==> config.mk <==
export PLATFORM = sky130hd
export DESIGN_NAME = pc_fetch
export DESIGN_NICKNAME = d
export VERILOG_FILES = /design/src/rtl/pc_fetch.sv
export SDC_FILE = /design/constraint.sdc
export NUM_CORES = 1
export LEC_CHECK = 0
export BUFFER_PORTS_ARGS = -buffer_cell sky130_fd_sc_hd__buf_4
export CORE_MARGIN = 4
export CORE_UTILIZATION = 56
export CTS_BUF_LIST = sky130_fd_sc_hd__clkbuf_4 sky130_fd_sc_hd__clkbuf_8 sky130_fd_sc_hd__clkbuf_16
export CTS_CLUSTER_SIZE = 20
export DETAILED_ROUTE_END_ITERATION = 6
export PLACE_DENSITY = 0.89
export SLEW_MARGIN = 20
export SYNTH_ARGS = -nofsm -noshare
export SYNTH_HDL_FRONTEND = slang
export SYNTH_SLANG_ARGS = --single-unit
==> constraint.sdc <==
create_clock -name clk -period 6.5 [get_ports clk]
set_clock_uncertainty 0.1 [all_clocks]
set_input_delay 0.65 -clock clk [delete_from_list [all_inputs] [get_ports clk]]
set_output_delay 0.65 -clock clk [all_outputs]
set_load 0.005 [all_outputs]
==> src/rtl/pc_fetch.sv <==
// Instruction-fetch stage: owns the program counter, reads instruction
// memory over a req/ack handshake and presents if_pc/if_inst to IF/ID.
//
// state | meaning
// ------+---------------------------------------------------------------
// IDLE  | one cycle after reset, nothing requested, nothing presented
// FETCH | imem_req held at pc until ack; a hit presents rdata this cycle
// READY | hit arrived while IF was stalled; instruction held in inst_buf
module pc_fetch #(
  parameter logic [31:0] RESET_PC = 32'h0000_0000
) (
  input  logic        clk,
  input  logic        rst,
  input  logic [5:0]  stall,
  input  logic        flush,
  input  logic [31:0] new_pc,
  input  logic        branch_flag_i,
  input  logic [31:0] branch_target_i,
  output logic        imem_req,
  output logic [31:0] imem_addr,
  input  logic        imem_ack,
  input  logic [31:0] imem_rdata,
  output logic        stallreq_if,
  output logic [31:0] if_pc,
  output logic [31:0] if_inst
);

  typedef enum logic [1:0] {
    IDLE  = 2'd0,
    FETCH = 2'd1,
    READY = 2'd2
  } state_t;

  state_t      state_q, state_d;
  logic [31:0] pc_q, pc_d;
  logic [31:0] inst_buf_q, inst_buf_d;
  logic        pend_q, pend_d;
  logic [31:0] pend_pc_q, pend_pc_d;

  logic        hit;
  logic [31:0] seq_pc;
  logic        stall_unused;

  // Only the PC/IF bit of the stall vector concerns this stage.
  assign stall_unused = ^stall[5:1];

  // A hit is an ack carrying data for the current pc that nobody wants to discard.
  assign hit = imem_ack & ~pend_q & ~flush;

  // Address that follows the presented instruction; the delay slot is the
  // instruction presented together with branch_flag_i.
  assign seq_pc = branch_flag_i ? branch_target_i : pc_q + 32'd4;

  // The address only ever moves on an ack or outside FETCH, so it is stable
  // for the whole life of a request.
  assign imem_addr = pc_q;

  // State and datapath registers, cleared asynchronously.
  always_ff @(posedge clk or negedge rst) begin
    if (!rst) begin
      state_q    <= IDLE;
      pc_q       <= RESET_PC;
      inst_buf_q <= 32'h0;
      pend_q     <= 1'b0;
      pend_pc_q  <= 32'h0;
    end else begin
      state_q    <= state_d;
      pc_q       <= pc_d;
      inst_buf_q <= inst_buf_d;
      pend_q     <= pend_d;
      pend_pc_q  <= pend_pc_d;
    end
  end

  // Next-state logic: flush > pending discard > advance > hold.
  always_comb begin
    state_d    = state_q;
    pc_d       = pc_q;
    inst_buf_d = inst_buf_q;
    pend_d     = pend_q;
    pend_pc_d  = pend_pc_q;
    case (state_q)
      IDLE: begin
        state_d = FETCH;
      end
      FETCH: begin
        if (flush) begin
          if (imem_ack) begin
            // Data for the old pc is dropped; refetch from the target.
            pc_d   = new_pc;
            pend_d = 1'b0;
          end else begin
            // Cannot retract the request; remember the target and
            // throw the data away when it finally arrives.
            pend_d    = 1'b1;
            pend_pc_d = new_pc;
          end
        end else if (imem_ack && pend_q) begin
          pc_d   = pend_pc_q;
          pend_d = 1'b0;
        end else if (hit) begin
          if (stall[0]) begin
            inst_buf_d = imem_rdata;
            state_d    = READY;
          end else begin
            pc_d = seq_pc;
          end
        end
      end
      READY: begin
        if (flush) begin
          pc_d    = new_pc;
          state_d = FETCH;
        end else if (!stall[0]) begin
          pc_d    = seq_pc;
          state_d = FETCH;
        end
      end
      default: begin
        state_d = IDLE;
      end
    endcase
  end

  // Outputs; stallreq_if depends on ack/state/pend/flush only, never on stall.
  always_comb begin
    imem_req    = 1'b0;
    stallreq_if = 1'b1;
    if_pc       = 32'h0;
    if_inst     = 32'h0;
    case (state_q)
      FETCH: begin
        imem_req    = 1'b1;
        if_pc       = pc_q;
        stallreq_if = ~hit;
        if (hit) begin
          if_inst = imem_rdata;
        end
      end
      READY: begin
        stallreq_if = 1'b0;
        if_pc       = pc_q;
        if_inst     = inst_buf_q;
      end
      default: begin
        imem_req    = 1'b0;
        stallreq_if = 1'b1;
      end
    endcase
  end

endmodule

; Word level (Yosys, flattened, before mapping)
; Cells that the tools add are included.
[op_classes]
n_addsub = 1
n_eq_ne = 9
n_mux = 23
bitwise = 7
reduce_logical = 10
[ops]
columns = op, n
row1 = 32-bit 2-to-1 mux, 9
row2 = 32-bit case mux with 2 select lines, 2
row3 = "32-bit by 3-bit adder with 32-bit output, second input constant", 1
row4 = 2-bit 2-to-1 mux, 6
row5 = 5-bit AND reduction, 2
row6 = "2-bit != test, second input constant", 4
row7 = "3-bit != test, second input constant", 2
row8 = 2-bit case mux with 3 select lines, 1
row9 = 3-bit AND reduction, 2
row10 = 1-bit inverter, 5
row11 = 1-bit 2-to-1 mux, 4
row12 = "4-bit != test, second input constant", 1
row13 = 2-bit nonzero test, 2
row14 = 1-bit bitwise AND, 2
row15 = "2-bit by 1-bit equality test with 1-bit output, second input constant", 1
row16 = "2-bit equality test, second input constant", 1
row17 = 2-bit logical NOT, 1
row18 = 1-bit case mux with 2 select lines, 1
row19 = 2-bit AND reduction, 1
row20 = 2-bit OR reduction, 1
row21 = 1-bit logical AND, 1
[word_totals]
reg_bits = 99
in_bits = 107
out_inout_bits = 98
wordCells = 55

; Longest topological paths before layout
[logic_depth]
word_depth = 7
ltp_mapped = 10
mapped_depth_nobuf = 7

; Worst setup path before layout
; No wires, ideal clock.
[synth_timing]
kind = input to output
startpoint = input port flush
endpoint = output port if_inst[0]
t_arrival_ns = 1.687
required_time_ns = 5.750
setup_slack_ns = 4.063
stages = 5
n_path_buf = 2
path_cell_list = clkbuf_1 nor4_4 clkbuf_1 a22oi_1 nor2b_1
[synth_via]
elab_chain_len = 4
[synth_lines]
columns = element, line
row1 = start: declaration, 15  ; input logic flush,
row2 = 1-bit inverter (no source line), n/a
row3 = 1-bit bitwise AND, 48  ; assign hit = imem_ack & ~pend_q & ~flush;
row4 = 32-bit 2-to-1 mux, 136  ; if (hit) begin
row5 = 32-bit case mux with 2 select lines, 131  ; case (state_q)
row6 = end: declaration, 25  ; output logic [31:0] if_inst
; No other way between the ends.

; Worst setup path after layout
[layout_timing]
startpoint = register state_q[0]
endpoint = register pc_q[16], in the netlist imem_addr[16]
[layout_via]
elab_chain_len = 3
word_cells_on_any_way = 7
cone_classes = 4 x eq/ne / 1 x mux / 2 x reduce/logical
[layout_lines]
columns = element, line
row1 = start: declaration, 34  ; state_t state_q, state_d;
row2 = start signal: assignment, 67  ; state_q <= state_d;
row3 = 2-bit by 1-bit equality test with 1-bit output / 2-bit equality test (equally long branches), 82  ; case (state_q)
row4 = "4-bit != test (no source line), or another cell as far along", n/a
row5 = 3-bit AND reduction (no source line), n/a
row6 = end signal: assignment, 68  ; pc_q <= pc_d;
row7 = end: declaration, 35  ; logic [31:0] pc_q, pc_d;
; Several ways; a longest one is shown, not always the timed one.
; A chain may end at the register's enable or synchronous reset.

==> results.tsv <==
metric	value	unit
sequential element share of the synthesized area	38.33	%
Cell Area, Placed	7830	um2
first-pass GRT wire length	32370	um
vias per inst	6.495	
syn avg cell area	9.260	um2
fin nets	958	
Flop pwr share	35.9	%
DP Wirelength	13460	um
initial DRC count	688	
number of global-route vias before repair	6490	
initial antenna violation count	0	
most common cell after layout, fill and taps aside	buf_4	
Worst EP required	6.61	ns
H-tree depth	3	
# Post-CTS Setup Buffers	0	
power share of the clock group	17.1	%
RSZ-0062 raised after global routing	false	
CTS tree	built	
# setup viols final	0	
max frequency	291.3	MHz
CTS Buf Count	9	
Net Sw Frac	38.97	%
Slew @ Worst Pin	1.076	ns
Area growth syn-to-layout	26.40	%
fin crit share	52.82	%
I/O Buffers	199	
Setup TNS	0	ns
largest net degree at the start of global routing	79	
Final Instance Area	8170	um2
synth warn	0	
share of layout cells above drive strength 1	35.61	%
CP Data Arrival Time	3.55	ns
Gate power share	47.0	%
Max Cap Viol	0	
CP Class	reg -> reg	
I/O Pins	205	
CTS hold repair buffers	0	
Cell Count, Final, Fillers Out	991	
PD cells	435.9	nW/um2
sw power	1388	uW
drt first pass iters	5	
fraction of registers with async set/reset	100.0	%
via count	6437	
routability cong.	0.9011	
Yosys reg bits	99	
CTS clk-pin slew, worst paths	0.07	ns
VDD IR max	0.0003371	V
Final min period	3.433	ns
post-cts gate resize count	0	
Longest Clk Path Bufs	2	
post-synth net total	810	
GRT Util Overall	30.57	%
Final Hold Viols	0	
grt ovf	0	
CP Capture Type	flop	
Skew-Pair Late Insertion Delay	0.36	ns
Top FF cell, synth	dfrtp_1	
Detailed Route WL	20440	um
ANT nets after route	0	
Filler Cells Inserted	804	
Power Internal	2174	uW
Final Hold Slack	0.07594	ns
# diodes	0	
Setup crit start kind	flop	
reg2reg setup slack	3.07	ns
DRC Markers	0	
die area	13330	um2
Post-Syn Area	6464	um2
DR WL/cell	20.62	um
worst r2r path cells	7	
run status	complete, no violations	
commonest cells after routing, fill and taps aside	buf_4, dfrtp_1, mux2_2	
Initial Util	58.35	%
Slew HR	28.21	%
Syn Inst Count	698	
placed cell count	975	
clk sink count	99	
CP max FO	36	
Netlist cell types	66	
EDFF count, synth	0	
Slew Limit Fails	0	
die height	115.4	um
Root Buffer	clkbuf_16	
cell leakage power	0.003531	uW
Rows	38	
Core Region	11080	um2
Die X	115.4	um
worst min-delay path category	in -> async	
[critical path: stages (launching register included)]
cell	delay [ns]
dfrtp_1	0.41
inv_1	0.12
ha_2	0.62
nand3b_1	0.81
o211a_1	0.64
nand2_1	0.12
a221oi_1	0.29
a31oi_1	0.17
[metal layers]
metal	global-route usage [%]	routed length, um	share of wire (%)	vias up
met5	0	0	0	-
met4	9.311	450	2.2	0
met3	9.034	2560	13	49
met2	51.66	9902	48	419
met1	38.01	7523	37	3080
li1	-	-	-	2889
[sequential cells by signal, indices dropped and copies added (netlist names)]
signal      flops
imem_addr      32
pend_pc_q      32
pend_q          1
inst_buf_q     32
state_q         2
[cell type report]
type                       count  area, um2  share of cell area (%)
inverter                      12      45.04                  0.5513
tap                          140      175.2                   2.144
timing repair buffer         205       1543                   18.88
clock inverter                 5      83.83                   1.026
clock buffer                  11      252.7                   3.093
multi-input combinational    519       3593                   43.98
sequential                    99       2477                   30.32
[kinds of logic after synthesis]
group,Yosys count,synth area share (%)
compound gates,218,23.21
xor+xnor,1,0.1355
fa+ha+maj,5,0.9679
buf+inv,80,6.349
flops,99,38.33
mux,68,11.75
simple gates,227,19.26
[final timing paths]
| kind | from | end |
|---|---|---|
| worst min-delay path | rst | imem_addr[28]$_DFFE_PN0P_ |
| max in group asynchronous | rst | inst_buf_q[0]$_DFFE_PN0P_ |
| worst min register to register | pend_pc_q[28]$_DFFE_PN0P_ | pend_pc_q[28]$_DFFE_PN0P_ |
| min in group clk | pend_pc_q[28]$_DFFE_PN0P_ | pend_pc_q[28]$_DFFE_PN0P_ |
| worst max register to register | state_q[0]$_DFFE_PN0P_ | imem_addr[16]$_DFFE_PN0P_ |
| worst max-delay path | state_q[0]$_DFFE_PN0P_ | imem_addr[16]$_DFFE_PN0P_ |
[Yosys cell counts (14+ instances only)]
cell type / count / area (um2)
a21oi_1: 35 / 175.2
a22oi_1: 38 / 285.3
and2_1: 33 / 206.5
clkbuf_1: 40 / 150.1
dfrtp_1: 99 / 2477
mux2_2: 63 / 709.4
nand2_1: 52 / 195.2
nand3_1: 14 / 70.07
nor2_1: 33 / 123.9
nor2b_1: 35 / 219.0
o211ai_1: 15 / 112.6
o21ai_0: 41 / 205.2
[stage by stage]
stage / setup slack (ns) / utilization (%) / total power, uW
after floorplan: 4.063 / - / 2245
after global placement: 2.911 / 70.66 / 2835
after detailed placement: 3.233 / 70.68 / 2931
after CTS: 3.130 / 73.72 / 3553
after global routing: 2.936 / 73.75 / 3788
final: 3.067 / 73.75 / 3561
[power by group through the flow]
stage / Clock (uW) / Combinational (uW) / Sequential, uW
finish: 608 / 1680 / 1280
floorplan: 0 / 1110 / 1130
detailed placement: 0 / 1660 / 1270
CTS: 617 / 1670 / 1260
global route: 639 / 1830 / 1320
global placement: 0 / 1600 / 1240
Power figures use the tool's default switching activity.
